## src/rtl/video_timing_pkg.sv

```systemverilog
// video_timing_pkg
// Shared timing constants and the per-axis timing description used by
// video_timing_gen and video_axis_decode.
//   timing_axis_t : {active, fp, sync, bp} in dots (horizontal) or lines (vertical)
//   NES_*         : NES NTSC raster, 341 x 262, vblank flag raised at dot 1 of line 241
//   VGA_*         : 640x480 @ 60 Hz raster, 800 x 525
//   axis_total()  : full period of one axis

package video_timing_pkg;

    typedef struct packed {
        int unsigned active;
        int unsigned fp;
        int unsigned sync;
        int unsigned bp;
    } timing_axis_t;

    localparam timing_axis_t NES_H_AXIS = '{active: 256, fp: 24, sync: 25, bp: 36};
    localparam timing_axis_t NES_V_AXIS = '{active: 240, fp: 3,  sync: 3,  bp: 16};
    localparam int unsigned  NES_VBL_LINE = 241;
    localparam int unsigned  NES_VBL_DOT  = 1;

    localparam timing_axis_t VGA_H_AXIS = '{active: 640, fp: 16, sync: 96, bp: 48};
    localparam timing_axis_t VGA_V_AXIS = '{active: 480, fp: 10, sync: 2,  bp: 33};

    function automatic int unsigned axis_total(timing_axis_t a);
        return a.active + a.fp + a.sync + a.bp;
    endfunction

endpackage

```

## src/rtl/video_timing_gen_if.sv

```systemverilog
// video_timing_gen_if
// Bundles the pixel-enable inputs and the raster outputs of video_timing_gen.
//   master : the timing generator (drives coordinates, syncs, strobes)
//   slave  : the consumer (PPU renderer / VGA stage), drives PixEn and RenderEn
//   PixEn, RenderEn      : pixel clock-enable, rendering-enabled flag
//   hs, vs, sync, blank  : sync levels, composite sync, active-region flag
//   DrawX, DrawY         : current dot / line (CW bits)
//   line_start, frame_start, vblank_start : one-enabled-cycle event strobes
//   odd_frame            : parity of the current frame

interface video_timing_gen_if #(
    parameter int unsigned CW = 11
);
    logic          PixEn;
    logic          RenderEn;
    logic          hs;
    logic          vs;
    logic          blank;
    logic          sync;
    logic [CW-1:0] DrawX;
    logic [CW-1:0] DrawY;
    logic          line_start;
    logic          frame_start;
    logic          vblank_start;
    logic          odd_frame;

    modport master (
        input  PixEn, RenderEn,
        output hs, vs, blank, sync, DrawX, DrawY,
               line_start, frame_start, vblank_start, odd_frame
    );

    modport slave (
        output PixEn, RenderEn,
        input  hs, vs, blank, sync, DrawX, DrawY,
               line_start, frame_start, vblank_start, odd_frame
    );
endinterface

```

## src/rtl/video_axis_decode.sv

```systemverilog
// video_axis_decode
// Decodes one raster axis position into its active flag and sync level.
//   pos      : dot or line position (CW bits)
//   active   : 1 while pos < AXIS.active
//   sync_lvl : POL inside [active+fp, active+fp+sync), ~POL elsewhere

module video_axis_decode
    import video_timing_pkg::*;
#(
    parameter int unsigned  CW   = 11,
    parameter timing_axis_t AXIS = NES_H_AXIS,
    parameter bit           POL  = 1'b0
) (
    input  logic [CW-1:0] pos,
    output logic          active,
    output logic          sync_lvl
);

    localparam int unsigned SYNC_LO = AXIS.active + AXIS.fp;
    localparam int unsigned SYNC_HI = SYNC_LO + AXIS.sync;

    // Widen once so every compare is unsigned at 32 bits, no truncation of
    // constants that land exactly on 2**CW.
    logic [31:0] pos_w;
    logic        in_sync;

    assign pos_w    = 32'(pos);
    assign active   = (pos_w < AXIS.active);
    assign in_sync  = (pos_w >= SYNC_LO) && (pos_w < SYNC_HI);
    assign sync_lvl = in_sync ? POL : ~POL;

endmodule

```

## src/rtl/video_timing_gen.sv

```systemverilog
// video_timing_gen
// Raster timing generator: dot/line counters advanced by PixEn, with
// registered hs/vs/blank and event strobes aligned to DrawX/DrawY, plus the
// NES odd-frame dot skip.
//   Clk, Reset_n : system clock, synchronous active-low reset
//   vt (master)  : PixEn/RenderEn in; hs, vs, blank, sync, DrawX, DrawY,
//                  line_start, frame_start, vblank_start, odd_frame out

module video_timing_gen
    import video_timing_pkg::*;
#(
    parameter int unsigned CW       = 11,
    parameter int unsigned H_ACTIVE = NES_H_AXIS.active,
    parameter int unsigned H_FP     = NES_H_AXIS.fp,
    parameter int unsigned H_SYNC   = NES_H_AXIS.sync,
    parameter int unsigned H_BP     = NES_H_AXIS.bp,
    parameter int unsigned V_ACTIVE = NES_V_AXIS.active,
    parameter int unsigned V_FP     = NES_V_AXIS.fp,
    parameter int unsigned V_SYNC   = NES_V_AXIS.sync,
    parameter int unsigned V_BP     = NES_V_AXIS.bp,
    parameter bit          HS_POL   = 1'b0,
    parameter bit          VS_POL   = 1'b0,
    parameter bit          SKIP_DOT = 1'b1,
    parameter int unsigned VBL_LINE = NES_VBL_LINE,
    parameter int unsigned VBL_DOT  = NES_VBL_DOT
) (
    input  logic               Clk,
    input  logic               Reset_n,
    video_timing_gen_if.master vt
);

    localparam timing_axis_t H_AXIS  = '{active: H_ACTIVE, fp: H_FP, sync: H_SYNC, bp: H_BP};
    localparam timing_axis_t V_AXIS  = '{active: V_ACTIVE, fp: V_FP, sync: V_SYNC, bp: V_BP};
    localparam int unsigned  H_TOTAL = axis_total(H_AXIS);
    localparam int unsigned  V_TOTAL = axis_total(V_AXIS);

    if (H_TOTAL > (2 ** CW)) begin : g_h_total_err
        $error("video_timing_gen: H_TOTAL does not fit in CW bits");
    end
    if (V_TOTAL > (2 ** CW)) begin : g_v_total_err
        $error("video_timing_gen: V_TOTAL does not fit in CW bits");
    end
    if (VBL_LINE >= V_TOTAL) begin : g_vbl_line_err
        $error("video_timing_gen: VBL_LINE must be below V_TOTAL");
    end
    if (VBL_DOT >= H_TOTAL) begin : g_vbl_dot_err
        $error("video_timing_gen: VBL_DOT must be below H_TOTAL");
    end

    logic [CW-1:0] x_q, y_q;
    logic [CW-1:0] x_nx, y_nx;
    logic          odd_q;
    logic          hs_q, vs_q, blank_q;
    logic          ls_q, fs_q, vbs_q;
    logic          at_eol, at_last_line, skip;
    logic          h_act_nx, v_act_nx, hs_nx, vs_nx;
    logic          origin_nx;

    assign at_eol       = (32'(x_q) == H_TOTAL - 1);
    assign at_last_line = (32'(y_q) == V_TOTAL - 1);

    // Odd-frame short line: the last dot of the pre-render line is dropped
    // and the counter jumps straight to (0,0).
    assign skip = SKIP_DOT && odd_q && vt.RenderEn && at_last_line
                  && (32'(x_q) == H_TOTAL - 2);

    always_comb begin
        x_nx = x_q + CW'(1);
        y_nx = y_q;
        if (skip || at_eol) begin
            x_nx = '0;
            y_nx = at_last_line ? '0 : y_q + CW'(1);
        end
    end

    assign origin_nx = (x_nx == '0) && (y_nx == '0);

    // Decode the next position so the registered levels line up with the
    // registered coordinates.
    video_axis_decode #(.CW(CW), .AXIS(H_AXIS), .POL(HS_POL)) u_h_decode (
        .pos      (x_nx),
        .active   (h_act_nx),
        .sync_lvl (hs_nx)
    );

    video_axis_decode #(.CW(CW), .AXIS(V_AXIS), .POL(VS_POL)) u_v_decode (
        .pos      (y_nx),
        .active   (v_act_nx),
        .sync_lvl (vs_nx)
    );

    always_ff @(posedge Clk) begin
        if (!Reset_n) begin
            x_q     <= '0;
            y_q     <= CW'(V_TOTAL - 1);
            odd_q   <= 1'b0;
            hs_q    <= ~HS_POL;
            vs_q    <= ~VS_POL;
            blank_q <= 1'b0;
            ls_q    <= 1'b0;
            fs_q    <= 1'b0;
            vbs_q   <= 1'b0;
        end else if (vt.PixEn) begin
            x_q     <= x_nx;
            y_q     <= y_nx;
            hs_q    <= hs_nx;
            vs_q    <= vs_nx;
            blank_q <= h_act_nx & v_act_nx;
            ls_q    <= (x_nx == '0);
            fs_q    <= origin_nx;
            vbs_q   <= (32'(x_nx) == VBL_DOT) && (32'(y_nx) == VBL_LINE);
            if (origin_nx) begin
                odd_q <= ~odd_q;
            end
        end else begin
            // Strobes must not stretch across disabled cycles.
            ls_q  <= 1'b0;
            fs_q  <= 1'b0;
            vbs_q <= 1'b0;
        end
    end

    assign vt.DrawX        = x_q;
    assign vt.DrawY        = y_q;
    assign vt.hs           = hs_q;
    assign vt.vs           = vs_q;
    assign vt.blank        = blank_q;
    assign vt.line_start   = ls_q;
    assign vt.frame_start  = fs_q;
    assign vt.vblank_start = vbs_q;
    assign vt.odd_frame    = odd_q;
    assign vt.sync         = 1'b0;

endmodule

```

## src/flat_wrapper.sv

```systemverilog
// flat-port wrapper written by rule: the top's interface ports become plain ports
module video_timing_gen_flat import video_timing_pkg::*;
#(
    parameter int unsigned CW       = 11,
    parameter int unsigned H_ACTIVE = NES_H_AXIS.active,
    parameter int unsigned H_FP     = NES_H_AXIS.fp,
    parameter int unsigned H_SYNC   = NES_H_AXIS.sync,
    parameter int unsigned H_BP     = NES_H_AXIS.bp,
    parameter int unsigned V_ACTIVE = NES_V_AXIS.active,
    parameter int unsigned V_FP     = NES_V_AXIS.fp,
    parameter int unsigned V_SYNC   = NES_V_AXIS.sync,
    parameter int unsigned V_BP     = NES_V_AXIS.bp,
    parameter bit          HS_POL   = 1'b0,
    parameter bit          VS_POL   = 1'b0,
    parameter bit          SKIP_DOT = 1'b1,
    parameter int unsigned VBL_LINE = NES_VBL_LINE,
    parameter int unsigned VBL_DOT  = NES_VBL_DOT
)
  (Clk, Reset_n, vt_PixEn, vt_RenderEn, vt_hs, vt_vs, vt_blank, vt_sync, vt_DrawX, vt_DrawY, vt_line_start, vt_frame_start, vt_vblank_start, vt_odd_frame);
  video_timing_gen_if #(.CW(CW)) vt_i ();
  input  logic Clk;
  input  logic Reset_n;
  input wire logic [$bits(vt_i.PixEn)-1:0] vt_PixEn;
  input wire logic [$bits(vt_i.RenderEn)-1:0] vt_RenderEn;
  output wire logic [$bits(vt_i.hs)-1:0] vt_hs;
  output wire logic [$bits(vt_i.vs)-1:0] vt_vs;
  output wire logic [$bits(vt_i.blank)-1:0] vt_blank;
  output wire logic [$bits(vt_i.sync)-1:0] vt_sync;
  output wire logic [$bits(vt_i.DrawX)-1:0] vt_DrawX;
  output wire logic [$bits(vt_i.DrawY)-1:0] vt_DrawY;
  output wire logic [$bits(vt_i.line_start)-1:0] vt_line_start;
  output wire logic [$bits(vt_i.frame_start)-1:0] vt_frame_start;
  output wire logic [$bits(vt_i.vblank_start)-1:0] vt_vblank_start;
  output wire logic [$bits(vt_i.odd_frame)-1:0] vt_odd_frame;
  assign vt_i.PixEn = vt_PixEn;
  assign vt_i.RenderEn = vt_RenderEn;
  assign vt_hs = vt_i.hs;
  assign vt_vs = vt_i.vs;
  assign vt_blank = vt_i.blank;
  assign vt_sync = vt_i.sync;
  assign vt_DrawX = vt_i.DrawX;
  assign vt_DrawY = vt_i.DrawY;
  assign vt_line_start = vt_i.line_start;
  assign vt_frame_start = vt_i.frame_start;
  assign vt_vblank_start = vt_i.vblank_start;
  assign vt_odd_frame = vt_i.odd_frame;
  video_timing_gen #(.CW(CW), .H_ACTIVE(H_ACTIVE), .H_FP(H_FP), .H_SYNC(H_SYNC), .H_BP(H_BP), .V_ACTIVE(V_ACTIVE), .V_FP(V_FP), .V_SYNC(V_SYNC), .V_BP(V_BP), .HS_POL(HS_POL), .VS_POL(VS_POL), .SKIP_DOT(SKIP_DOT), .VBL_LINE(VBL_LINE), .VBL_DOT(VBL_DOT)) u_core (.Clk(Clk), .Reset_n(Reset_n), .vt(vt_i));
endmodule
```

## config.mk

```make
export PLATFORM = sky130hd
export DESIGN_NAME = video_timing_gen_flat
export DESIGN_NICKNAME = d
export VERILOG_FILES = /design/src/rtl/video_timing_pkg.sv /design/src/rtl/video_timing_gen_if.sv /design/src/rtl/video_axis_decode.sv /design/src/rtl/video_timing_gen.sv /design/src/flat_wrapper.sv
export SDC_FILE = /design/constraint.sdc
export NUM_CORES = 1
export LEC_CHECK = 0
export CAP_MARGIN = 0
export CORE_MARGIN = 5
export CORE_UTILIZATION = 40
export CTS_CLUSTER_SIZE = 28
export DETAILED_ROUTE_END_ITERATION = 10
export PLACE_DENSITY = 0.66
export SYNTH_ARGS = -nofsm -noshare
export SYNTH_HDL_FRONTEND = slang
export SYNTH_HIERARCHICAL = 1
export SYNTH_SLANG_ARGS = --single-unit
```

## constraint.sdc

```tcl
create_clock -name Clk -period 8.7 [get_ports Clk]
set_input_delay 2.61 -clock Clk [delete_from_list [all_inputs] [get_ports Clk]]
set_output_delay 2.61 -clock Clk [all_outputs]
set_load 0.02 [all_outputs]
```

==> results of run 1 <==
sequential cells by signal (all words and copies together) (netlist names):
| name | flops |
|---|---|
| u_core/vt.hs | 1 |
| u_core/vt.line_start | 1 |
| u_core/vt.DrawY | 11 |
| u_core/vt.odd_frame | 1 |
| u_core/vt.blank | 1 |
| u_core/vt.vs | 1 |
| u_core/vt.DrawX | 11 |
| u_core/vt.frame_start | 1 |
| u_core/vt.vblank_start | 1 |
cell type report:
class	count	area (um^2)	area share (%)
clock buffer	7	86.3	3.31
sequential	29	581	22.2
timing repair buffer	33	328	12.6
inverter	8	30.0	1.15
clock inverter	1	30.0	1.15
multi-input combinational	215	1470	56.2
tap	72	90.1	3.45
cells by family after synthesis:
kind of cell / count (synthesis)
XOR/XNOR: 15
other: 1
multiplexers: 10
buffers and inverters: 29
AO/OA/AOI/OAI: 55
flip-flops: 29
adder cells (fa/ha/maj): 4
AND/OR/NAND/NOR: 130
worst reg2reg max path: cells and delay by family (launching register included):
kind                     cells  cell delay [ns]
adder cells (fa/ha/maj)      1             0.39
buffers and inverters        1             0.07
flip-flops                   1             0.53
AO/OA/AOI/OAI                2             0.65
AND/OR/NAND/NOR              5             1.52
power groups by stage:
stage	logic, mW	registers (mW)	clock network, mW
after floorplan	0.0233	0.144	0
final	0.0362	0.140	0.147
after detailed placement	0.0359	0.143	0
after global routing	0.0397	0.140	0.156
after global placement	0.0356	0.143	0
after CTS	0.0361	0.140	0.151
cell usage in the layout (no fill, tap or decap), types with 3 or more instances in the layout:
cell type / n
sky130_fd_sc_hd__a211oi_1: 7
sky130_fd_sc_hd__a21o_1: 4
sky130_fd_sc_hd__a21oi_1: 7
sky130_fd_sc_hd__and2_1: 7
sky130_fd_sc_hd__and3_1: 5
sky130_fd_sc_hd__and4_1: 5
sky130_fd_sc_hd__clkbuf_8: 6
sky130_fd_sc_hd__clkdlybuf4s50_1: 32
sky130_fd_sc_hd__dfxtp_1: 29
sky130_fd_sc_hd__ha_1: 4
sky130_fd_sc_hd__inv_1: 7
sky130_fd_sc_hd__mux2i_1: 10
sky130_fd_sc_hd__nand2_1: 25
sky130_fd_sc_hd__nand2b_1: 8
sky130_fd_sc_hd__nand3_1: 13
sky130_fd_sc_hd__nand4_1: 7
sky130_fd_sc_hd__nor2_1: 25
sky130_fd_sc_hd__nor3_1: 5
sky130_fd_sc_hd__nor4_1: 4
sky130_fd_sc_hd__nor4_2: 3
sky130_fd_sc_hd__o21ai_0: 13
sky130_fd_sc_hd__o31ai_1: 4
sky130_fd_sc_hd__xnor2_1: 8
sky130_fd_sc_hd__xor2_1: 7
final timing paths:
check / end / slack [ns] / cells after the start
worst max register to register: u_core/vt.frame_start / 5.45 / 9
worst min register to register: u_core/vt.blank / 0.47 / 2
worst max-delay path: u_core/vt.frame_start / 3.65 / 9
worst min-delay path: u_core/vt.blank / 0.47 / 2
layer usage:
layer,vias up,GRT usage [%]
met4,2,4.97
met1,1007,24.4
met5,-,0
met3,9,3.55
li1,1028,-
met2,66,25.4
==> reports/summary.md, run 1 <==
Detailed routing
- 2620 um — amount of wire on met2 after detailed routing
- 0 — DRC errors left
- 263 — Starting DRT DRC Count
- 16.2 um — post-DR wirelength/cell
- 354 um — met3 wire len
- 2,112 — via total after detailed routing
- met5 — highest routed metal layer
- 5.79 — per-cell via count in the routed design
- 4 — router iterations before antenna repair
- 2870 um — Met1 Wirelength
- 5930 um — post-detailed-routing wire length
- 0 — antenna viol nets, final

Power
- 0.943 nW — total leakage power
- 45.5% — relative contribution of the clock network to total power
- 24.6% — switching power share of the total
- 43.3% — Sequential Power Share
- 124 nW/um^2 — PwrDens
- 79.6 uW — switching power summed over all nets
- 244 uW — Cell Int Power
- 11.2% — relative contribution of combinational cells to total power
- 0.0000659 V — peak supply drop
- 323 uW — overall power of the completed layout

Logic synthesis
- 36.2% — simple-gate portion of the synthesized area
- 0% — share of flip-flops with an asynchronous set or reset
- 17.8% — compound-gate portion of the synthesized area
- 2190 um^2 — synthesized area
- sky130_fd_sc_hd__dfxtp_1 — Primary FF master, synth
- sky130_fd_sc_hd__dfxtp_1 — most numerous cell in the Yosys netlist
- 26.6% — part of the Yosys area used for sequential elements
- 6 — Syn. warnings
- 0 — number of enable-type register cells in the synthesized netlist
- 6.01% — XOR/XNOR Fraction of Synth Area
- 2.29% — post-synthesis adder-cell area fraction
- 8.01 um^2 — mean post-synth cell area
- sky130_fd_sc_hd__dfxtp_1 — area leader, netlist
- 4.58% — multiplexer share of the synthesized area
- 281 — Synthesized Nets
- 29 x sky130_fd_sc_hd__dfxtp_1, 25 x sky130_fd_sc_hd__nand2_1, 25 x sky130_fd_sc_hd__nor2_1 — Synth top cells by count
- 29 — flops & latches, synth
- 273 — cell count after synthesis
- 62 — number of library cell types mapped by synthesis
- simple AND/OR/NAND/NOR gates — largest family of logic cells by synthesized area
- 26.6% — area fraction of the dominant cell type after synthesis
- sky130_fd_sc_hd__dfxtp_1 27%, sky130_fd_sc_hd__mux2i_1 4.6%, sky130_fd_sc_hd__nand2_1 4.3% — Synth area leaders

CTS
- 0.06 ns — clock transition at the registers of the reported paths
- built — CTS tree
- 5 — number of buffers created by CTS
- 0.28 ns — clock latency reported for the late side of the worst-skew pair
- 0 — number of buffers added for setup after CTS
- 0 — count of instances resized after the clock tree is built
- 29 — CTS sink count
- 2 — number of levels the H-tree was split into
- sky130_fd_sc_hd__clkbuf_8 — clock root buffer
- 0 — number of buffers inserted for hold repair after clock tree synthesis
- 2 — maximum number of buffers from clock root to sink

Layout
- 48.3% — utilization after layout
- 19.5% — synth-to-layout area growth
- 0 — number of antenna diodes
- 7.85% — share of cells above drive strength 1
- 365 — final instance count without filler cells
- 2610 um^2 — final non-filler cell area
- 300 — Nets
- 544 — total of fill cells in the finished design

Setup path
- 10 — largest driver fanout on the critical path
- primary input — crit path launch type
- simple AND/OR/NAND/NOR gates — cell family with most CP delay
- clkdlybuf4s50_1 -> and4b_1 -> nand4_2 -> a21o_1 -> a211oi_4 -> inv_2 -> or4b_4 -> or2_1 -> nor4_2 — worst path cell trace
- 0.52 ns — delay of the slowest cell on the worst path
- in2reg — worst setup path class
- u_core/vt.DrawX[0] — critical register-to-register path startpoint
- 2 — buffer and inverter count on the worst path
- vt_RenderEn — start point of the critical path
- 8.88 ns — data required time at the worst endpoint
- flip-flop — CP Capture Type
- 5.24 ns — arrival time at the worst endpoint
- sky130_fd_sc_hd__or4b_4 — cell with the largest stage delay on the worst path

Place
- 4180 um — HPWL after detailed placement
- 3.38 ns — worst setup slack after placement
- 357 — Post-Place Cells
- 2490 um^2 — Cell Area, Placed
- 32 — # port buffers
- 0.925 — placer congestion estimate

Global routing
- 1,971 — vias in the first global route
- 0 — overflow left after global routing
- 17.0% — total routing usage reported by global routing
- 9920 um — global-route wire length before repair
- 1 — antenna violations before repair
- 27 — pin count of the biggest net entering global routing

Timing
- 198 MHz — highest clock rate
- 0.00704 ns — post-route clock skew
- false — unrepaired setup endpoints after global routing
- 0 — final count of pins violating max slew
- 5.05 ns — Final min period
- 0 — final setup violating endpoints
- 0 ns — post-route setup TNS
- 0.471 ns — worst slack on hold paths
- 58.1% — Max-slew headroom
- 3.65 ns — least setup slack across all paths after layout
- 58.1% — share of the clock period used by the worst path after layout
- 0 — final hold violations
- 0.620 ns — Tightest Pin Transition

Die
- 27 — Site Rows
- 34 — boundary pin count
- 5410 um^2 — floorplan core area
- 83.9 um — horizontal die dimension
- 40.4% — initial standard-cell utilization of the core
- 83.9 um — height of the chip
- 7040 um^2 — die outline area

Hold path
- reg2reg — type of the most critical hold path
- u_core/vt.blank — Hold Path Origin

Job
- 0 — Max-cap violations

Run status
- finished clean — run status

(Power assumes the default switching activity.)
==> inputs of run 2 (changes only) <==
clock period = 4.67 ns   (was 8.7 ns; I/O delays follow)
==> reports/summary.md, run 2 (synthesis gave the netlist of run 1 again) <==
Run status
- finished clean — run status, unchanged

Place
- 0.589 ns — worst setup slack after placement, was 3.38 ns
- 2500 um^2 — Cell Area, Placed, was 2490 um^2
- 0.901 — placer congestion estimate, was 0.925
- 4140 um — HPWL after detailed placement, was 4180 um
- 32 — # port buffers, unchanged

Setup path
- flip-flop — CP Capture Type, unchanged
- u_core/vt.vblank_start — worst r2r dst, was u_core/vt.frame_start
- 10 — largest driver fanout on the critical path, unchanged
- primary input — crit path launch type, unchanged
- 4.02 ns — arrival time at the worst endpoint, was 5.24 ns
- 4.87 ns — data required time at the worst endpoint, was 8.88 ns
- 1.42 ns — register-to-register setup slack, was 5.45 ns
- u_core/vt.DrawX[0] — critical register-to-register path startpoint, unchanged
- 9 — depth of the most critical reg-to-reg path, unchanged
- in2reg — worst setup path class, unchanged

Detailed routing
- 15.9 um — post-DR wirelength/cell, was 16.2 um
- 5 — router iterations before antenna repair, was 4
- 5830 um — post-detailed-routing wire length, was 5930 um
- 2,108 — via total after detailed routing, was 2,112
- 0 — antenna viol nets, final, unchanged
- 0 — DRC errors left, unchanged
- 219 — Starting DRT DRC Count, was 263
- 5.76 — per-cell via count in the routed design, was 5.79

Layout
- 19.8% — synth-to-layout area growth, was 19.5%
- 543 — total of fill cells in the finished design, was 544
- 8.16% — share of cells above drive strength 1, was 7.85%
- 2620 um^2 — final non-filler cell area, was 2610 um^2
- sky130_fd_sc_hd__clkdlybuf4s50_1 — most common library cell in the layout ignoring fill and taps, unchanged
- 1470 um^2 — area of combinational cells with multiple inputs, unchanged
- 581 um^2 — sequential standard cell area, unchanged
- 0 — number of antenna diodes, unchanged
- 32 x sky130_fd_sc_hd__clkdlybuf4s50_1, 29 x sky130_fd_sc_hd__dfxtp_1, 25 x sky130_fd_sc_hd__nand2_1, 25 x sky130_fd_sc_hd__nor2_1 — most used cells in the layout excluding fill and tap cells, unchanged
- 301 — Nets, was 300

CTS
- sky130_fd_sc_hd__clkbuf_8 — clock root buffer, unchanged
- 2 — maximum number of buffers from clock root to sink, unchanged
- 0 — number of buffers added for setup after CTS, unchanged
- 0 — number of buffers inserted for hold repair after clock tree synthesis, unchanged
- 5 — number of buffers created by CTS, unchanged
- 0 — count of instances resized after the clock tree is built, unchanged
- 0.28 ns — clock latency reported for the late side of the worst-skew pair, about the same
- built — CTS tree, unchanged
- 2 — number of levels the H-tree was split into, unchanged
- 29 — CTS sink count, unchanged
- 0.07 ns — clock transition at the registers of the reported paths, was 0.06 ns

Hold path
- u_core/vt.blank — Min-Delay Endpoint, unchanged
- 2 — number of stages on the worst hold path, unchanged
- u_core/vt.blank — Hold Path Origin, unchanged
- reg2reg — type of the most critical hold path, unchanged

Global routing
- 0 — antenna violations before repair, was 1
- 0 — overflow left after global routing, unchanged
- 1,933 — vias in the first global route, was 1,971
- 19 — pin count of the biggest net entering global routing, was 27
- 9850 um — global-route wire length before repair, was 9920 um
- 17.0% — total routing usage reported by global routing, about the same

Timing
- 81.7% — share of the clock period used by the worst path after layout
- 3.81 ns — Final min period
- 0 ns — post-route setup TNS, unchanged
- 0 — final hold violations, unchanged
- 0 — final setup violating endpoints, unchanged
- 262 MHz — highest clock rate
- 59.4% — Max-slew headroom, was 58.1%
- false — unrepaired setup endpoints after global routing, unchanged
- 0 — final count of pins violating max slew, unchanged
- 0.601 ns — Tightest Pin Transition, was 0.620 ns
- 0.00515 ns — post-route clock skew, was 0.00704 ns
- 0.857 ns — least setup slack across all paths after layout, was 3.65 ns

Die
- 83.9 um — height of the chip, unchanged
- 5410 um^2 — floorplan core area, unchanged
- 83.9 um — horizontal die dimension, unchanged
- 27 — Site Rows, unchanged
- 34 — boundary pin count, unchanged
- 40.4% — initial standard-cell utilization of the core, unchanged
- 7040 um^2 — die outline area, unchanged

Power
- 0.0000973 V — peak supply drop, was 0.0000659 V
- 230 nW/um^2 — PwrDens, was 124 nW/um^2
- 0.949 nW — total leakage power, was 0.943 nW
- 602 uW — overall power of the completed layout, was 323 uW

Job
- 0 — Max-cap violations, unchanged

-- run 2: changes by cell type in the layout (fill, tap and decap cells not counted) --
cell	change
sky130_fd_sc_hd__buf_4	+1
-- run 2: worst max-delay path by stage --
stage / from / end / slack, ns / cells past startpoint
2_1_floorplan: vt_RenderEn / u_core/vt.vblank_start / 1.19 / 9
4_1_cts: vt_RenderEn / u_core/vt.vblank_start / 0.86 / 9
5_1_grt: vt_RenderEn / u_core/vt.vblank_start / 0.73 / 9
3_3_place_gp: vt_RenderEn / u_core/vt.vblank_start / 0.61 / 9
3_5_place_dp: vt_RenderEn / u_core/vt.vblank_start / 0.59 / 9
6_report: vt_RenderEn / u_core/vt.vblank_start / 0.86 / 9
-- run 2: area by class of cell --
class | count | area share [%]
Clock inverter | 1 | 1.15
Tap cell | 72 | 3.44
Sequential cell | 29 | 22.2
Clock buffer | 7 | 3.30
Inverter | 8 | 1.15
Timing Repair Buffer | 34 | 12.8
Multi-Input combinational cell | 215 | 56.0
-- run 2: critical path, stage by stage --
cell and delay, ns:
sky130_fd_sc_hd__clkdlybuf4s50_1 0.45, sky130_fd_sc_hd__and4b_1 0.21, sky130_fd_sc_hd__nand4_2 0.18, sky130_fd_sc_hd__a21o_1 0.36, sky130_fd_sc_hd__a211oi_4 0.31, sky130_fd_sc_hd__inv_2 0.07
sky130_fd_sc_hd__or4b_4 0.52, sky130_fd_sc_hd__or2_1 0.26, sky130_fd_sc_hd__nor4b_2 0.25
-- run 2: through the flow --
| step | hold WS, ns | util (%) | cells |
|---|---|---|---|
| after floorplan | 0.543 | - | 273 |
| after global placement | 0.463 | 46.3 | 358 |
| after detailed placement | 0.463 | 46.3 | 358 |
| after CTS | 0.481 | 48.4 | 366 |
| after global routing | 0.527 | 48.4 | 366 |
| final | 0.480 | 48.4 | 366 |
-- run 2: power breakdown --
part | switching, mW | total, mW | internal [mW]
registers | 0.00946 | 0.261 | 0.251
clock network | 0.100 | 0.274 | 0.174
logic | 0.0383 | 0.0671 | 0.0288
-- run 2: per-layer routing --
| layer | up-vias | global-route usage (%) | part of all wire [%] |
|---|---|---|---|
| li1 | 1032 | - | - |
| met1 | 981 | 24.7 | 49 |
| met2 | 86 | 24.5 | 43 |
| met3 | 9 | 3.46 | 6.9 |
| met4 | 0 | 5.85 | 1.2 |
| met5 | - | 0 | 0 |
==> RTL edit 1 (flow settings as in run 1) <==
`CW` is set to 11 in 4 places; all go to 10.
--- a/src/rtl/video_timing_gen_if.sv
+++ b/src/rtl/video_timing_gen_if.sv
@@ -9,7 +9,7 @@
 //   odd_frame            : parity of the current frame
 
 interface video_timing_gen_if #(
-    parameter int unsigned CW = 11
+    parameter int unsigned CW = 10
 );
     logic          PixEn;
     logic          RenderEn;
--- a/src/rtl/video_axis_decode.sv
+++ b/src/rtl/video_axis_decode.sv
@@ -7,7 +7,7 @@
 module video_axis_decode
     import video_timing_pkg::*;
 #(
-    parameter int unsigned  CW   = 11,
+    parameter int unsigned  CW   = 10,
     parameter timing_axis_t AXIS = NES_H_AXIS,
     parameter bit           POL  = 1'b0
 ) (
--- a/src/rtl/video_timing_gen.sv
+++ b/src/rtl/video_timing_gen.sv
@@ -9,7 +9,7 @@
 module video_timing_gen
     import video_timing_pkg::*;
 #(
-    parameter int unsigned CW       = 11,
+    parameter int unsigned CW       = 10,
     parameter int unsigned H_ACTIVE = NES_H_AXIS.active,
     parameter int unsigned H_FP     = NES_H_AXIS.fp,
     parameter int unsigned H_SYNC   = NES_H_AXIS.sync,
--- a/src/flat_wrapper.sv
+++ b/src/flat_wrapper.sv
@@ -1,7 +1,7 @@
 // flat-port wrapper written by rule: the top's interface ports become plain ports
 module video_timing_gen_flat import video_timing_pkg::*;
 #(
-    parameter int unsigned CW       = 11,
+    parameter int unsigned CW       = 10,
     parameter int unsigned H_ACTIVE = NES_H_AXIS.active,
     parameter int unsigned H_FP     = NES_H_AXIS.fp,
     parameter int unsigned H_SYNC   = NES_H_AXIS.sync,
Interface: changed (resized vt_DrawX and vt_DrawY); port bits go from 34 to 32. No check against the original RTL was run, so the function may have changed too.
==> RTL edit 1 against run 1 <==
Clock skew shrank 3.2 ps. Cell count shrank 15%. Total power fell by 24%. Area after synthesis fell by 14%. Routed wire length decreased by 15%. Design area fell by 15%. Worst setup slack gained 170 ps. Fmax rose by 3.5%. Global-route usage increased by 0.53 points. Sequential cell count decreased by 2. Critical endpoint is now u_core/vt.odd_frame$_SDFFE_PN0P_. Largest cell class unchanged.
==> RTL edit 1: results (changes against run 1) <==
Final layout
  • # fillers: 461 (was 544)
  • Fraction of area in registers: 0.243 (was 0.222)
  • ClkCell Share: 0.0202 (was 0.0446)
  • Layout cell share with drive strength beyond 1: 0.0659 (was 0.0785)
  • Logic inverters: 13 (was 8)
  • #MultiIn Comb: 182 (was 215)
  • CLK BUF: 4 (was 7)
  • Signal buffers: 32 (was 33)
  • Final Util: 0.477 (was 0.483)
  • FFs & Latches: 27 (was 29)

Placement
  • Buffers on Ports: 30 (was 32)
  • Final HPWL from detailed placement: 3630 µm (was 4180 µm)
  • RePlAce Congestion: 0.955 (was 0.925)
  • DP Worst Slack: 3630 ps (was 3380 ps)
  • Placed inst area: 2180 µm² (was 2490 µm²)

Drt
  • Vias post-DR: 1,813 (was 2,112)
  • WL final: 5060 µm (was 5930 µm)
  • Detailed Route Iter0 Violations: 157 (was 263)
  • 1st-pass router iterations: 4 (unchanged)
  • Via density: 5.81 (was 5.79)

Pwr
  • LEAKAGE: 0.833 nW (was 0.943 nW)
  • Power share of the clock group: 0.304 (was 0.455)
  • Comb power frac: 0.161 (was 0.112)
  • Switching power: 71.3 µW (was 79.6 µW)
  • Int Power: 176 µW (was 244 µW)
  • Peak VDD IR: 0.0674 mV (was 0.0659 mV)

Timing
  • Worst-Margin Slew: 627 ps (was 620 ps)
  • Max Clock Skew: 3.81 ps (was 7.04 ps)

Critical path
  • Crit path largest cell delay: 590 ps (was 520 ps)
  • Critical path's top delay family: compound AO/OA/AOI/OAI gates (was simple AND/OR/NAND/NOR gates)
  • Largest fanout on the critical path: 12 (was 10)
  • Slowest CP cell: a2111oi_0 (was or4b_4)

Synth
  • Sequential-to-total area share from yosys stat: 0.286 (was 0.266)
  • Post-synthesis mux area share: 0.0609 (was 0.0458)
  • Syn Nets: 247 (was 281)
  • Syn Inst Count: 239 (was 273)
  • Area contributors post-synth: dfxtp_1 29%, nor2_1 6.2%, mux2i_1 5.3% (was dfxtp_1 27%, mux2i_1 4.6%, nand2_1 4.3%)
  • Complex-gate fraction of the synthesized area: 0.142 (was 0.178)
  • Adder-cell share of the synthesized area: 0.0265 (was 0.0229)
  • Fraction of registers with async set/reset: 0 (unchanged)
  • Post-synth top cells: 31 x nor2_1, 27 x dfxtp_1, 25 x nand2_1 (was 29 x dfxtp_1, 25 x nand2_1, 25 x nor2_1)
  • Avg Cell Area, Syn: 7.91 µm² (was 8.01 µm²)

Clock tree
  • CTS H-tree lvls: 1 (was 2)
  • Clk slew on worst S/H paths: 100 ps (was 60 ps)

GRT
  • First-pass GRT wire length: 8910 µm (was 9920 µm)
  • Largest net degree at the start of global routing: 31 (was 27)
  • Initial antenna violation count: 0 (was 1)
  • GRT Total Usage: 0.175 (was 0.170)

Run status
  • Status: finished clean (unchanged)
-- RTL edit 1: cell types whose count changed after synthesis, moves of 4 or more --
cell,run 1,this run
clkbuf_1,12,4
nand3_1,13,7
nor2_1,25,31
o21ai_0,13,7
inv_1,7,12
nand2b_1,8,3
and4_1,5,1
buf_2,3,7
-- RTL edit 1: per-layer routing --
layer  share of wire  vias to the layer above  global-route usage
met5               0                        -                   0
met1            0.45                      854               0.219
li1                -                      885                   -
met3           0.038                       21              0.0408
met4           0.028                        0              0.0682
met2            0.48                       53               0.290
-- RTL edit 1: tightest hold or removal path: stages, from the launching register on --
cell     delay (ps)
dfxtp_1         330
nand2_1          60
a21oi_1          50
-- RTL edit 1: path summary, 6_finish.rpt --
kind / startpoint / to / slack, ps / depth (start not counted)
max: vt_RenderEn / u_core/vt.odd_frame$_SDFFE_PN0P_ / 3820 / 8
min: u_core/vt.blank$_SDFFE_PN0P_ / u_core/vt.blank$_SDFFE_PN0P_ / 490 / 2
max reg2reg: u_core/vt.DrawX[0]$_SDFFE_PN0P_ / u_core/vt.odd_frame$_SDFFE_PN0P_ / 5710 / 8
min reg2reg: u_core/vt.blank$_SDFFE_PN0P_ / u_core/vt.blank$_SDFFE_PN0P_ / 490 / 2
-- RTL edit 1: logic make-up (layout without fill, tap and decap cells) --
| kind of cell | Yosys count | count (layout) |
|---|---|---|
| AO/OA/AOI/OAI | 38 | 38 |
| XOR/XNOR | 13 | 13 |
| adder cells (fa/ha/maj) | 4 | 4 |
| buffers and inverters | 30 | 49 |
| flip-flops | 27 | 27 |
| multiplexers | 11 | 11 |
| other | 1 | 1 |
| AND/OR/NAND/NOR | 115 | 115 |
==> RTL edit 2 (settings of run 1) <==
Without the edit above. Reset style: asynchronous (`Reset_n`), changed in one clocked block. Comments in the files are not updated.
--- a/src/rtl/video_timing_gen.sv
+++ b/src/rtl/video_timing_gen.sv
@@ -89,7 +89,7 @@
         .sync_lvl (vs_nx)
     );
 
-    always_ff @(posedge Clk) begin
+    always_ff @(posedge Clk or negedge Reset_n) begin
         if (!Reset_n) begin
             x_q     <= '0;
             y_q     <= CW'(V_TOTAL - 1);
Behaviour: differs if Reset_n is asserted again (counterexample within 4 cycles, from zero or initial values and one cycle with Reset_n low); with Reset_n held inactive, the same outputs for 10 cycles.
==> RTL edit 2 against run 1 <==
Routed wire length fell by 11%. Design area is 0.77% lower. Worst setup slack lost 110 ps. Area after synthesis is 1.3% lower. Critical path depth stayed put. Sequential cell count unchanged.
Power is not compared: it rests on default switching activity, and its combinational part moved more than twofold at a synthesized area within 25%.
==> RTL edit 2: results (changes against run 1) <==
Final layout
  • FFs & Latches: 29 (unchanged)
  • Signal buffers: 34 (was 33)
  • Seq. cell area: 732 µm² (was 581 µm²)
  • ClkCell Share: 0.0391 (was 0.0446)
  • Multi-input combinational area share: 0.495 (was 0.562)
  • #MultiIn Comb: 185 (was 215)

GRT
  • Met3 Usage GRT: 0.0356 (was 0.0355)
  • Grt met2 use: 0.239 (was 0.254)
  • GRT Total Usage: 0.157 (was 0.170)
  • Initial antenna violation count: 0 (was 1)
  • Largest net degree at the start of global routing: 34 (was 27)

Drt
  • Metal-1 WL: 2510 µm (was 2870 µm)
  • Metal3 WL: 279 µm (was 354 µm)
  • Vias post-DR: 1,883 (was 2,112)
  • Detailed Route Iter0 Violations: 148 (was 263)

Critical path
  • Flop2flop setup slack: 5260 ps (was 5450 ps)
  • Crit Reg-Reg Startpoint: u_core/vt.DrawY[0]$_DFFE_PN1P_ (was u_core/vt.DrawX[0]$_SDFFE_PN0P_)
  • Arr. time, crit path: 5380 ps (was 5240 ps)
  • Slowest CP cell: or4_1 (was or4b_4)

Synth
  • Most used DFF post-synth: dfrtp_1 (was dfxtp_1)
  • Library cells used by synthesis: 59 (was 62)
  • Syn Nets: 253 (was 281)
  • Area contributors post-synth: dfrtp_1 28%, dfstp_2 6.1%, xnor2_1 5.7% (was dfxtp_1 27%, mux2i_1 4.6%, nand2_1 4.3%)
  • Adder-cell share of the synthesized area: 0.0232 (was 0.0229)

Run status
  • Status: finished clean (unchanged)

Placement
  • RePlAce Congestion: 0.940 (was 0.925)

Timing
  • Max transition margin: 0.485 (was 0.581)

Floorplan
  • Num tapcells: 70 (was 72)
RTL edit 2: changes by cell type after synthesis, sizes merged, moves of 7 or more:
cell,delta
dfxtp,-29
dfrtp,+24
nand2,-11
mux2i,-9
a211oi,-8
mux2,+7
RTL edit 2: stage by stage:
stage	hold slack [ps]	area [µm²]	setup slack, ps	cells	total power, mW
global route	552	2590	3380	340	0.694
detailed placement	512	2490	3270	332	0.524
global placement	502	2490	3350	332	0.522
finish	520	2590	3540	340	0.646
CTS	520	2590	3570	340	0.650
floorplan	570	2160	4020	245	0.429
RTL edit 2: power breakdown:
| part | switching (mW) | total [mW] | leakage (nW) | internal [mW] |
|---|---|---|---|---|
| Clock | 0.0523 | 0.124 | 0.0542 | 0.0714 |
| Sequential | 0.0709 | 0.237 | 0.348 | 0.166 |
| Combinational | 0.147 | 0.285 | 0.624 | 0.138 |
RTL edit 2: worst min path at each step:
| stage | from | to | slack, ps | cells after the start |
|---|---|---|---|---|
| after floorplan | u_core/vt.DrawY[8]$_DFFE_PN1P_ | u_core/vt.DrawY[8]$_DFFE_PN1P_ | 570 | 2 |
| after global placement | u_core/vt.odd_frame$_DFFE_PN0P_ | u_core/vt.odd_frame$_DFFE_PN0P_ | 500 | 1 |
| after detailed placement | u_core/vt.odd_frame$_DFFE_PN0P_ | u_core/vt.odd_frame$_DFFE_PN0P_ | 510 | 1 |
| after CTS | u_core/vt.odd_frame$_DFFE_PN0P_ | u_core/vt.odd_frame$_DFFE_PN0P_ | 520 | 1 |
| after global routing | u_core/vt.odd_frame$_DFFE_PN0P_ | u_core/vt.odd_frame$_DFFE_PN0P_ | 550 | 1 |
| final | u_core/vt.odd_frame$_DFFE_PN0P_ | u_core/vt.odd_frame$_DFFE_PN0P_ | 520 | 1 |
